### src/rtl/alu_seq.sv
// Multi-cycle ALU: single-cycle logic/arith ops plus iterative unsigned multiply and divide.
// Valid/ready handshakes on both sides; one operation in flight at a time.
module alu_seq #(
  parameter int DATA_WIDTH    = 32,
  parameter int OPCODE_LENGTH = 4
) (
  input  logic                     clk,
  input  logic                     reset_n,
  input  logic                     in_valid,
  output logic                     in_ready,
  input  logic [DATA_WIDTH-1:0]    SrcA,
  input  logic [DATA_WIDTH-1:0]    SrcB,
  input  logic [OPCODE_LENGTH-1:0] Operation,
  output logic                     out_valid,
  input  logic                     out_ready,
  output logic [DATA_WIDTH-1:0]    ALUResult,
  output logic                     Zero,
  output logic                     busy
);

  // state | meaning
  // IDLE  | waiting for an operation, in_ready high
  // BUSY  | iterating multiply/divide, one bit per cycle
  // DONE  | result held on ALUResult until out_ready

  localparam int CNT_WIDTH = $clog2(DATA_WIDTH) + 1;
  localparam int SHW       = $clog2(DATA_WIDTH);

  localparam logic [OPCODE_LENGTH-1:0] OP_AND   = 4'b0000;
  localparam logic [OPCODE_LENGTH-1:0] OP_OR    = 4'b0001;
  localparam logic [OPCODE_LENGTH-1:0] OP_ADD   = 4'b0010;
  localparam logic [OPCODE_LENGTH-1:0] OP_XOR   = 4'b0011;
  localparam logic [OPCODE_LENGTH-1:0] OP_SUB   = 4'b0100;
  localparam logic [OPCODE_LENGTH-1:0] OP_SLL   = 4'b0101;
  localparam logic [OPCODE_LENGTH-1:0] OP_SRL   = 4'b0110;
  localparam logic [OPCODE_LENGTH-1:0] OP_SRA   = 4'b0111;
  localparam logic [OPCODE_LENGTH-1:0] OP_EQ    = 4'b1000;
  localparam logic [OPCODE_LENGTH-1:0] OP_SLT   = 4'b1001;
  localparam logic [OPCODE_LENGTH-1:0] OP_SLTU  = 4'b1010;
  localparam logic [OPCODE_LENGTH-1:0] OP_MUL   = 4'b1011;
  localparam logic [OPCODE_LENGTH-1:0] OP_MULHU = 4'b1100;
  localparam logic [OPCODE_LENGTH-1:0] OP_DIVU  = 4'b1101;
  localparam logic [OPCODE_LENGTH-1:0] OP_REMU  = 4'b1110;

  typedef enum logic [1:0] {IDLE, BUSY, DONE} state_e;

  state_e                   state_q;
  logic                     in_ready_q, out_valid_q, busy_q, zero_q;
  logic [DATA_WIDTH-1:0]    result_q;
  logic [CNT_WIDTH-1:0]     cnt_q;
  logic [OPCODE_LENGTH-1:0] op_q;
  logic [DATA_WIDTH-1:0]    hi_q, lo_q, b_q;

  logic [DATA_WIDTH-1:0]    alu_res_d;
  logic                     is_iter;
  logic [SHW-1:0]           shamt;
  logic [DATA_WIDTH:0]      mul_sum, rem_sh;
  logic [DATA_WIDTH-1:0]    rem_sub, hi_d, lo_d, iter_res_d;
  logic                     rem_ge, op_is_mul;

  assign shamt   = SrcB[SHW-1:0];
  assign is_iter = (Operation == OP_MUL) || (Operation == OP_MULHU) ||
                   (Operation == OP_DIVU) || (Operation == OP_REMU);

  always_comb begin
    alu_res_d = '0;
    case (Operation)
      OP_AND:  alu_res_d = SrcA & SrcB;
      OP_OR:   alu_res_d = SrcA | SrcB;
      OP_ADD:  alu_res_d = SrcA + SrcB;
      OP_XOR:  alu_res_d = SrcA ^ SrcB;
      OP_SUB:  alu_res_d = SrcA - SrcB;
      OP_SLL:  alu_res_d = SrcA << shamt;
      OP_SRL:  alu_res_d = SrcA >> shamt;
      OP_SRA:  alu_res_d = $unsigned($signed(SrcA) >>> shamt);
      OP_EQ:   alu_res_d = {{(DATA_WIDTH-1){1'b0}}, SrcA == SrcB};
      OP_SLT:  alu_res_d = {{(DATA_WIDTH-1){1'b0}}, $signed(SrcA) < $signed(SrcB)};
      OP_SLTU: alu_res_d = {{(DATA_WIDTH-1){1'b0}}, SrcA < SrcB};
      default: alu_res_d = '0;
    endcase
  end

  // hi/lo hold {accumulator, multiplier} for multiply and {remainder, quotient} for divide.
  // A zero divisor always "fits", which naturally yields all-ones quotient and remainder = A.
  always_comb begin
    op_is_mul = (op_q == OP_MUL) || (op_q == OP_MULHU);
    mul_sum   = {1'b0, hi_q} + (lo_q[0] ? {1'b0, b_q} : '0);
    rem_sh    = {hi_q, lo_q[DATA_WIDTH-1]};
    rem_ge    = rem_sh >= {1'b0, b_q};
    rem_sub   = rem_sh[DATA_WIDTH-1:0] - b_q;
    if (op_is_mul) begin
      hi_d = mul_sum[DATA_WIDTH:1];
      lo_d = {mul_sum[0], lo_q[DATA_WIDTH-1:1]};
    end else begin
      hi_d = rem_ge ? rem_sub : rem_sh[DATA_WIDTH-1:0];
      lo_d = {lo_q[DATA_WIDTH-2:0], rem_ge};
    end
    iter_res_d = ((op_q == OP_MUL) || (op_q == OP_DIVU)) ? lo_d : hi_d;
  end

  always_ff @(posedge clk or negedge reset_n) begin
    if (!reset_n) begin
      state_q     <= IDLE;
      in_ready_q  <= 1'b1;
      out_valid_q <= 1'b0;
      busy_q      <= 1'b0;
      result_q    <= '0;
      zero_q      <= 1'b0;
      cnt_q       <= '0;
      op_q        <= '0;
      hi_q        <= '0;
      lo_q        <= '0;
      b_q         <= '0;
    end else begin
      case (state_q)
        IDLE: begin
          if (in_valid) begin
            in_ready_q <= 1'b0;
            if (is_iter) begin
              state_q <= BUSY;
              busy_q  <= 1'b1;
              cnt_q   <= CNT_WIDTH'(DATA_WIDTH);
              op_q    <= Operation;
              hi_q    <= '0;
              lo_q    <= SrcA;
              b_q     <= SrcB;
            end else begin
              state_q     <= DONE;
              out_valid_q <= 1'b1;
              result_q    <= alu_res_d;
              zero_q      <= (alu_res_d == '0);
            end
          end
        end
        BUSY: begin
          hi_q  <= hi_d;
          lo_q  <= lo_d;
          cnt_q <= cnt_q - CNT_WIDTH'(1);
          if (cnt_q == CNT_WIDTH'(1)) begin
            state_q     <= DONE;
            busy_q      <= 1'b0;
            out_valid_q <= 1'b1;
            result_q    <= iter_res_d;
            zero_q      <= (iter_res_d == '0);
          end
        end
        DONE: begin
          if (out_ready) begin
            state_q     <= IDLE;
            out_valid_q <= 1'b0;
            in_ready_q  <= 1'b1;
          end
        end
        default: begin
          state_q     <= IDLE;
          in_ready_q  <= 1'b1;
          out_valid_q <= 1'b0;
          busy_q      <= 1'b0;
        end
      endcase
    end
  end

  assign in_ready  = in_ready_q;
  assign out_valid = out_valid_q;
  assign busy      = busy_q;
  assign ALUResult = result_q;
  assign Zero      = zero_q;

endmodule

### config.mk
export PLATFORM = sky130hd
export DESIGN_NAME = alu_seq
export DESIGN_NICKNAME = d
export VERILOG_FILES = /design/src/rtl/alu_seq.sv
export SDC_FILE = /design/constraint.sdc
export NUM_CORES = 1
export LEC_CHECK = 0
export CORE_MARGIN = 2
export CORE_UTILIZATION = 30
export DETAILED_ROUTE_END_ITERATION = 8
export GPL_ROUTABILITY_DRIVEN = 0
export PLACE_DENSITY = 0.56
export SETUP_SLACK_MARGIN = 0.15
export SYNTH_ARGS = -nofsm -noshare
export SYNTH_HDL_FRONTEND = slang
export SYNTH_SLANG_ARGS = --single-unit
### constraint.sdc
create_clock -name clk -period 4.68 [get_ports clk]
set_input_delay 0.936 -clock clk [delete_from_list [all_inputs] [get_ports clk]]
set_output_delay 0.936 -clock clk [all_outputs]
set_load 0.02 [all_outputs]
==> impl_metrics.csv <==
group,metric,value,unit
yosys,muxShareOfSynthArea,14.0,%
cts,numCtsBuffers,17,
job,maxCapViolations,0,
yosys,synth_fa_ha_area_share,10.1,%
layout,antenna_cells,0,
route,vias_per_cell,5.96,
floorplanning,dieArea,0.0769,sq mm
yosys,synth.avg_cell_area,7.65,sq um
setup_path,worstPathArrival,4.90,ns
layout,finish.instance_area,0.0301,sq mm
cts,worstSkewPairLatency,0.46,ns
sta,slew_violations,0,
global_routing,grt_pass1_wl,159000,um
floorplanning,die_width,277,um
sta,setup_ws,0.167,ns
power,ir_drop,0.381,mV
cts,root_buffer,"clkbuf_16",
yosys,synth-async-reset-ratio,100,%
yosys,synth-simple-area-share,20.7,%
yosys,synth_ff_type,"dfrtp_1",
yosys,postSynthCellCount,2929,
route,postRouteWirelength,107000,um
global_routing,grt_max_degree,90,
setup_path,crit_fanout,5,
yosys,synth_xor_area_share,2.42,%
sta,worstMarginPinSlew,1.11,ns
layout,drive_above_1_share,27.3,%
floorplanning,ios,108,
outcome,status,"finished clean",
floorplanning,rows,100,
yosys,ys_types,97,
sta,fin_crit_sh,96.4,%
cts,htreeDepth,4,
global_routing,grt_busiest_layer,"met2",
cts,clk_path_buf_depth,2,
yosys,synth.area.top_cells,"dfrtp_1 (16%), ha_1 (9.8%), mux4_2 (8.6%)",
route,drt_iter0_drc,3026,
route,num_vias,26500,
placement,dpl_cell_area,0.0288,sq mm
placement,hpwl,87800,um
sta,period_minus_slack,4.51,ns
global_routing,grt_pass1_vias,25200,
setup_path,r2r_cells,14,
yosys,synth_compound_area_share,29.4,%
floorplanning,initial_core_util,30.2,%
global_routing,grt_use_met2,43.0,%
yosys,synth-edff-count,0,
layout,nNetsFinal,3713,
route,ant_nets,0,
sta,fin_tns_setup,0,ns
yosys,synth_fp_nets,3180,
setup_path,critPathRequiredTime,5.07,ns
setup_path,cp-end-kind,"flop",
sta,holdWs,0.480,ns
yosys,ys_warn_count,0,
sta,fmax,222,MHz
power,leakage,13.4,nW
route,firstDrtPassIters,5,
placement,dpl_worst_slack,-0.743,ns
global_routing,grt_use_total,27.0,%
hold_path,holdCritPathClass,"flop to flop",
sta,rsz0062_at_grt,"true",
hold_path,hold_depth,1,
yosys,synth_top_family_by_area,"compound AO/OA/AOI/OAI gates",
layout,syn_to_final_growth,34.2,%
setup_path,worstSetupStartpointType,"flop",
floorplanning,die_h,277,um
cts,clock_sinks,144,
yosys,yosysTopAreaCellShare,16.0,%
cts,holdBufCountCts,0,
sta,final_hold_viol_count,0,
global_routing,gr-usage-met3,3.42,%
floorplanning,core,0.0742,sq mm
global_routing,grt-ovfl-total,0,
placement,io_buffers,107,
global_routing,grt_antenna_before_repair,2,
yosys,yosysSeqAreaShare,16.1,%
yosys,syn_area,0.0224,sq mm
route,routedWlPerCell,24.2,um
layout,utilization,40.5,%
yosys,synth_area_leader_cell,"dfrtp_1",
global_routing,grtUsageMet1,35.4,%
sta,fin_skew,0.0120,ns
sta,setup_viol,0,
route,drc_errors,0,
yosys,synth_seq_cells,144,
power,power.density,512,mW/mm^2
cts,cts_tree,"built",
sta,relSlewSlack,25.9,%
setup_path,path_class,"flop to flop",
cts,clk_pin_slew,0.07,ns
## cell usage after synthesis, types with 42 or more instances
cell type  instances
nand2_1          300
nor2_1           260
a21oi_1          219
o21ai_0          215
clkbuf_1         178
ha_1             175
inv_1            154
dfrtp_1          143
mux2i_1           87
mux4_2            86
nor3_1            64
nand3_1           57
and2_1            49
a211oi_1          47
a21o_1            46
o211ai_1          44
nand2b_1          42
## area by class of cell
class / instances / area (sq um)
fill: 7578 / 44100
multi-input combinational: 2387 / 17900
timing repair buffer: 756 / 6210
sequential: 144 / 3600
tap: 969 / 1210
inverter: 156 / 586
clock buffer: 17 / 425
clock inverter: 15 / 144
## sequential cells by signal, indices dropped and copies added, names as in the netlist
signal     flops
hi_q          32
op_q           4
lo_q          32
out_valid      1
b_q           32
ALUResult     32
state_q        2
busy           1
in_ready       1
cnt_q          6
Zero           1
## layout by cell type (no fill, tap or decap), drive strengths merged, types with 86 or more instances in the layout
cell type,Yosys,final
buf,64,655
nand2,300,300
nor2,260,260
a21oi,219,219
o21ai,218,218
ha,175,175
inv,155,164
dfrtp,143,143
mux2i,87,87
mux4,86,86
## stage by stage
step	std cells	power [W]
final	4444	0.0154
after global routing	4444	0.0163
after CTS	4434	0.0149
after detailed placement	4401	0.0134
after global placement	4401	0.0134
after floorplan	2929	0.00892
## logic make-up after synthesis
logic type	Yosys count
fa+ha+maj	179
flops	144
xor+xnor	62
simple gates	965
buf+inv	398
mux	203
compound gates	978
## timing repair
item,in CTS,in global routing
buffers inserted,1,10
pin swaps,7,38
endpoints found under the hold margin,0,0
gates resized for setup,29,122
endpoints found under the setup margin,3,8
## final timing paths
| check | from | endpoint | slack (ns) |
|---|---|---|---|
| setup / recovery | hi_q[2] | Zero | 0.17 |
| hold / removal | ALUResult[23] | ALUResult[23] | 0.48 |
| setup reg to reg | hi_q[2] | Zero | 0.17 |
| hold reg to reg | ALUResult[23] | ALUResult[23] | 0.48 |
| max in group asynchronous | reset_n | in_ready | 3.12 |
| min in group asynchronous | reset_n | b_q[9] | 0.54 |
## per-layer routing
layer,part of all wire [%],wire length (um)
met4,6.4,6830
met1,40,43200
met3,8.7,9320
met5,0,0
met2,45,48100
## power breakdown
part	switching, W	total, W	internal, W
Clock	0.000641	0.00135	0.000704
Combinational	0.00691	0.0118	0.00489
Sequential	0.000472	0.00227	0.00179
## critical path, stage by stage, from the launching register on
cell      delay (ns)
dfrtp_1         0.43
ha_1            0.39
a21o_1          0.19
a21oi_1         0.29
buf_4           0.19
a21oi_1         0.11
or4b_2          0.64
and4_1          0.21
a221o_1         0.33
o21ai_1         0.36
o211ai_1        0.17
nor4_2          0.33
nand4b_1        0.23
nor4_2          0.38
a221o_1         0.19
No activity file was read; power rests on OpenSTA's default activity.
